File: src/rtl/jg_seq_defs.sv
// Shared definitions for the Johnson/Gray sequencer: state encoding,
// the all-zero Johnson code and a legality check for 4-bit Johnson codes.
package jg_seq_defs;

    typedef enum logic [1:0] {
        ST_IDLE    = 2'd0,
        ST_RUN     = 2'd1,
        ST_WAIT    = 2'd2,
        ST_RECOVER = 2'd3
    } seq_state_t;

    localparam logic [3:0] JOHNSON_ZERO = 4'b0000;

    // A 4-bit Johnson counter only ever visits these eight codes.
    function automatic logic is_legal_johnson(input logic [3:0] code);
        case (code)
            4'b0000, 4'b0001, 4'b0011, 4'b0111,
            4'b1111, 4'b1110, 4'b1100, 4'b1000: return 1'b1;
            default:                            return 1'b0;
        endcase
    endfunction

endpackage

File: src/rtl/johnson_gray_seq_conv.sv
// johnson_to_gray: combinational 4-bit Johnson to 3-bit Gray converter.
// Four interchangeable realizations selected by REALIZATION:
//   "MDNF"    minimal sum-of-products
//   "Case"    lookup table (illegal codes map to 000)
//   "PIRS"    NOR-only network
//   "SHEFFER" NAND-only network
// For legal codes all four agree: gray = {j[3], j[1], j[0] ^ j[2]}.
module johnson_to_gray #(
    parameter string REALIZATION = "MDNF"
) (
    input  logic [3:0] johnson,
    output logic [2:0] gray
);

    if (REALIZATION == "Case") begin : g_case
        // Table lookup over the eight legal codes.
        always_comb begin
            gray = 3'b000;
            case (johnson)
                4'b0000: gray = 3'b000;
                4'b0001: gray = 3'b001;
                4'b0011: gray = 3'b011;
                4'b0111: gray = 3'b010;
                4'b1111: gray = 3'b110;
                4'b1110: gray = 3'b111;
                4'b1100: gray = 3'b101;
                4'b1000: gray = 3'b100;
                default: gray = 3'b000;
            endcase
        end
    end else if (REALIZATION == "PIRS") begin : g_nor
        logic n1, n2, n3, xn, nj1, nj3;
        assign n1      = ~(johnson[0] | johnson[2]);
        assign n2      = ~(johnson[0] | n1);
        assign n3      = ~(johnson[2] | n1);
        assign xn      = ~(n2 | n3);
        assign nj1     = ~(johnson[1] | johnson[1]);
        assign nj3     = ~(johnson[3] | johnson[3]);
        assign gray[0] = ~(xn | xn);
        assign gray[1] = ~(nj1 | nj1);
        assign gray[2] = ~(nj3 | nj3);
    end else if (REALIZATION == "SHEFFER") begin : g_nand
        logic m, p, q, nj1, nj3;
        assign m       = ~(johnson[0] & johnson[2]);
        assign p       = ~(johnson[0] & m);
        assign q       = ~(johnson[2] & m);
        assign nj1     = ~(johnson[1] & johnson[1]);
        assign nj3     = ~(johnson[3] & johnson[3]);
        assign gray[0] = ~(p & q);
        assign gray[1] = ~(nj1 & nj1);
        assign gray[2] = ~(nj3 & nj3);
    end else begin : g_mdnf
        assign gray[0] = (johnson[0] & ~johnson[2]) | (~johnson[0] & johnson[2]);
        assign gray[1] = johnson[1];
        assign gray[2] = johnson[3];
    end

endmodule

File: src/rtl/johnson_gray_seq.sv
// johnson_gray_seq: steps a 4-bit Johnson counter forward/backward every
// STEP_DIV clocks and offers each new code, with its Gray translation, on a
// valid/ready output. Illegal loaded codes are flushed back to 0000.
// Optional build macro JG_SEQ_CROSSCHECK_EN adds a "Case" shadow converter
// and a sticky xchk_err output.
//
// Handshake: out_valid rises with a new code and stays high, with johnson
// and gray held, until a cycle in which out_ready=1; that cycle consumes the
// code and out_valid falls on the following edge.
module johnson_gray_seq
    import jg_seq_defs::*;
#(
    parameter string REALIZATION = "MDNF",
    parameter int    STEP_DIV    = 1
) (
    input  logic       clk,
    input  logic       rst_n,
    input  logic       start,
    input  logic       stop,
    input  logic       dir,
    input  logic       load,
    input  logic [3:0] load_val,
    input  logic       out_ready,
    output logic       out_valid,
    output logic [3:0] johnson,
    output logic [2:0] gray,
    output logic       wrap,
    output logic       busy,
`ifdef JG_SEQ_CROSSCHECK_EN
    output logic       xchk_err,
`endif
    output logic       err_illegal
);

    localparam int PW = (STEP_DIV > 1) ? $clog2(STEP_DIV) : 1;
    localparam logic [PW-1:0] PRE_LAST = PW'(STEP_DIV - 1);

    seq_state_t    state;
    logic [PW-1:0] prescale;
    logic          stop_pending;
    logic [3:0]    j_next;

    // Next Johnson code in the requested direction; dir only matters on a step.
    assign j_next = dir ? {~johnson[0], johnson[3:1]}
                        : {johnson[2:0], ~johnson[3]};

    assign busy = (state != ST_IDLE);

    johnson_to_gray #(.REALIZATION(REALIZATION)) u_conv (
        .johnson (johnson),
        .gray    (gray)
    );

    // Sequencer FSM: all outputs except gray/busy are registered here.
    always_ff @(posedge clk or negedge rst_n) begin
        if (!rst_n) begin
            state        <= ST_IDLE;
            johnson      <= JOHNSON_ZERO;
            out_valid    <= 1'b0;
            wrap         <= 1'b0;
            err_illegal  <= 1'b0;
            prescale     <= '0;
            stop_pending <= 1'b0;
        end else begin
            wrap <= 1'b0;
            case (state)
                ST_IDLE: begin
                    if (load) begin
                        johnson <= load_val;
                        if (!is_legal_johnson(load_val)) state <= ST_RECOVER;
                    end else if (start && !stop) begin
                        prescale    <= '0;
                        err_illegal <= 1'b0;
                        state       <= ST_RUN;
                    end
                end
                ST_RUN: begin
                    if (stop) begin
                        state <= ST_IDLE;
                    end else if (prescale == PRE_LAST) begin
                        johnson   <= j_next;
                        prescale  <= '0;
                        out_valid <= 1'b1;
                        wrap      <= (j_next == JOHNSON_ZERO);
                        state     <= ST_WAIT;
                    end else begin
                        prescale <= prescale + PW'(1);
                    end
                end
                ST_WAIT: begin
                    // A stop arriving together with out_ready is honoured too.
                    if (out_ready) begin
                        out_valid    <= 1'b0;
                        stop_pending <= 1'b0;
                        state        <= (stop_pending || stop) ? ST_IDLE : ST_RUN;
                    end else if (stop) begin
                        stop_pending <= 1'b1;
                    end
                end
                ST_RECOVER: begin
                    johnson     <= JOHNSON_ZERO;
                    err_illegal <= 1'b1;
                    state       <= ST_IDLE;
                end
                default: state <= ST_IDLE;
            endcase
        end
    end

`ifdef JG_SEQ_CROSSCHECK_EN
    logic [2:0] gray_chk;

    johnson_to_gray #(.REALIZATION("Case")) u_conv_chk (
        .johnson (johnson),
        .gray    (gray_chk)
    );

    // Sticky disagreement flag between the main and shadow converters.
    always_ff @(posedge clk or negedge rst_n) begin
        if (!rst_n) begin
            xchk_err <= 1'b0;
        end else if (out_valid && (gray_chk != gray)) begin
            xchk_err <= 1'b1;
        end
    end
`endif

endmodule

File: config.mk
export PLATFORM = sky130hd
export DESIGN_NAME = johnson_gray_seq
export DESIGN_NICKNAME = d
export VERILOG_FILES = /design/src/rtl/jg_seq_defs.sv /design/src/rtl/johnson_gray_seq_conv.sv /design/src/rtl/johnson_gray_seq.sv
export SDC_FILE = /design/constraint.sdc
export NUM_CORES = 1
export LEC_CHECK = 0
export ABC_AREA = 1
export ABC_CLOCK_PERIOD_IN_PS = 1300
export CELL_PAD_IN_SITES_DETAIL_PLACEMENT = 0
export CELL_PAD_IN_SITES_GLOBAL_PLACEMENT = 1
export CORE_ASPECT_RATIO = 0.7
export CORE_UTILIZATION = 30
export CTS_BUF_LIST = sky130_fd_sc_hd__clkbuf_2
export DETAILED_ROUTE_END_ITERATION = 6
export GPL_TIMING_DRIVEN = 0
export PLACE_DENSITY = 0.81
export SYNTH_ARGS = -nofsm -noshare
export SYNTH_HDL_FRONTEND = slang
export SYNTH_SLANG_ARGS = --single-unit
File: constraint.sdc
create_clock -name clk -period 1.3 [get_ports clk]
set_input_delay 0.195 -clock clk [delete_from_list [all_inputs] [get_ports clk]]
set_output_delay 0.195 -clock clk [all_outputs]
set_load 0.01 [all_outputs]
==> impl_metrics.json <==
{
  "fin_ws_ns": -0.0183,
  "cts.sinks": 10,
  "area_growth_syn_to_layout_pct": 65.3,
  "drive_above_1_share": 0.350,
  "synth_area_per_cell_um2": 7.00,
  "path_clk_slew_ns": 0.11,
  "fmax_mhz": 759,
  "numCtsBuffers": 3,
  "status": "finished, violations left",
  "period_needed_ns": 1.32,
  "io_buffers": 21,
  "cp-end-kind": "output port",
  "num_vias": 746,
  "rr_startpoint": "state[1]",
  "drt.antenna.violating_nets": 0,
  "final_cell_count_no_fill": 172,
  "grt_overflow": 0,
  "synthCells": 102,
  "core_um2": 2190,
  "p_leak_nw": 0.591,
  "critPathMaxStageDelay_ns": 0.42,
  "grt_pass1_vias": 650,
  "cp.required_ns": 1.11,
  "die_w_um": 60.3,
  "violations": "setup timing",
  "worstPathMaxFanout": 3,
  "cts.path.max_buffers": 2,
  "pwr_density_cell_nw_per_um2": 2220,
  "cp.buffers_inverters": 3,
  "setup_viol": 1,
  "antenna_found_initial": 0,
  "synthFlopType": "dfrtp_1",
  "drt-pass1-iter-count": 5,
  "num_rows": 14,
  "period_share": 1.01,
  "grt_first_pass_wirelength_mm": 2.84,
  "yosysWarnings": 0,
  "synth_edf_count": 0,
  "crit_type": "flop to output port",
  "synthTopCellsByCount": "nand2_1, inv_1, dfrtp_1",
  "ys_types": 18,
  "r2r_end": "state[1]",
  "synth_area_leader_cell": "dfrtp_1",
  "rsz0062_at_grt": "true",
  "path_cells": "inv_2, ha_4, inv_4, buf_6",
  "finalHoldViolations": 0,
  "dpl.hpwl_mm": 1.31,
  "worstHoldPathType": "input port to async pin",
  "ys_seq_area_frac": 0.350,
  "place_ws_ns": -0.268,
  "ff2ff_path_depth": 8,
  "drv_cap": 0,
  "die_y_um": 42.8,
  "place.gp.congestion": 0.809,
  "worst_pin_slew_ns": 0.488,
  "fin_util": 0.539,
  "initial_core_util": 0.326,
  "grt_max_degree": 11,
  "nets": 157,
  "slew_violations": 0,
  "die_area_um2": 2580,
  "start_kind": "flop",
  "postSynth.asyncResetShare": 1.00,
  "nFillCells": 199,
  "tritoncts": "built",
  "syn_nets": 118,
  "total_power_mw": 2.62,
  "vias_per_cell": 4.34,
  "ys_top_cells_by_area": "dfrtp_1, nand2_1, inv_1, ha_1, nand3_1",
  "dpl.cell_count": 155,
  "slowest_stage": "dfrtp_1",
  "cts_root_buf": "clkbuf_2",
  "vdd_drop_max_mv": 0.902,
  "drt_iter0_markers": 28,
  "yosysTopAreaCellShare": 0.350,
  "antennaDiodeCount": 0,
  "max_slew_margin": 0.674,
  "clkLatencyLatePin_ns": 0.26,
  "cts_htree_levels": 1,
  "wl_mm": 1.92,
  "fin_skew_ns": 0.00801,
  "rrSetupSlack_ns": 0,
  "synth_seq_cells": 10,
  "arrival_ns": 1.12,
  "synthMostInstantiatedCell": "nand2_1",
  "syn_area_um2": 714,
  "grtUsageTotal": 0.150,
  "io_pins": 22,
  "drc": 0,
  "critical_path.top_delay_family": "flip-flops",
  "drt-wirelength-per-cell_um": 11.2
}
## layer usage
layer | track usage | up-vias | part of all wire
li1 | - | 390 | -
met1 | 0.226 | 339 | 0.52
met2 | 0.202 | 15 | 0.43
met3 | 0.0549 | 2 | 0.046
met4 | 0.0279 | 0 | 0.0047
met5 | 0 | - | 0
## report_power, final
part	switching [mW]	total, mW	internal, mW
Clock	0.118	0.185	0.0668
Sequential	0.0744	0.520	0.446
Combinational	0.991	1.92	0.928
## final cells by class
type                       instances  area [um^2]  share of cell area
buffer                             2         15.0              0.0127
inverter                          19         81.3              0.0689
tap                               32         40.0              0.0339
clock buffer                       3         15.0              0.0127
timing repair buffer              34          303               0.256
sequential                        10          250               0.212
multi-input combinational         71          473               0.400
clock inverter                     1         3.75             0.00318
## state kept, by name, summed over array words and instances, names as in the netlist
name / count
err_illegal: 1
stop_pending: 1
out_valid: 1
johnson: 4
state: 2
wrap: 1
## cell families (layout without fill, tap and decap cells)
kind of cell             Yosys count  in the layout  share of synthesized area
AND/OR/NAND/NOR                   50             50                      0.308
buffers and inverters             21             59                      0.121
AO/OA/AOI/OAI                     15             15                      0.121
flip-flops                        10             10                      0.350
adder cells (fa/ha/maj)            5              5                     0.0876
XOR/XNOR                           1              1                     0.0123
## cells in the final DEF (no fill, tap or decap), types with 2 or more instances in the layout
cell	instances
nor2_4	2
clkdlybuf4s50_1	10
o22ai_2	2
nand2_2	6
nand2_1	29
nor2_1	3
inv_1	11
inv_4	4
buf_4	14
dfrtp_1	10
buf_6	3
dlygate4sd2_1	5
ha_4	3
clkdlybuf4s15_1	3
a21oi_1	2
o21ai_0	5
nand3_1	6
inv_2	4
clkbuf_2	3
o21ai_1	3
## what timing repair did
action,CTS,global route
pin swaps,4,11
gates cloned,0,0
setup endpoints to repair,20,14
hold endpoints to repair,0,0
setup buffers,11,2
gates resized for setup,31,26
hold buffers,0,0
## metrics by stage
step / setup TNS (ns) / hold WS (ns) / area (um^2)
after floorplan: 0 / -0.101 / 714
after global placement: -0.674 / 0.485 / 965
after detailed placement: -1.07 / 0.499 / 965
after CTS: -0.0328 / 0.257 / 1080
after global routing: -0.409 / 0.266 / 1180
final: -0.0183 / 0.247 / 1180
## worst max path at each step
stage             start    endpoint  slack [ns]  depth (start not counted)
6_report       state[1]        busy       -0.02                          4
3_5_place_dp   state[0]        busy       -0.27                          4
5_1_grt        state[0]    state[1]       -0.07                          9
3_3_place_gp   state[0]        busy       -0.22                          4
4_1_cts        state[1]    state[1]       -0.02                          8
2_1_floorplan  state[0]  johnson[3]        0.02                          9
Power figures use the tool's default switching activity.
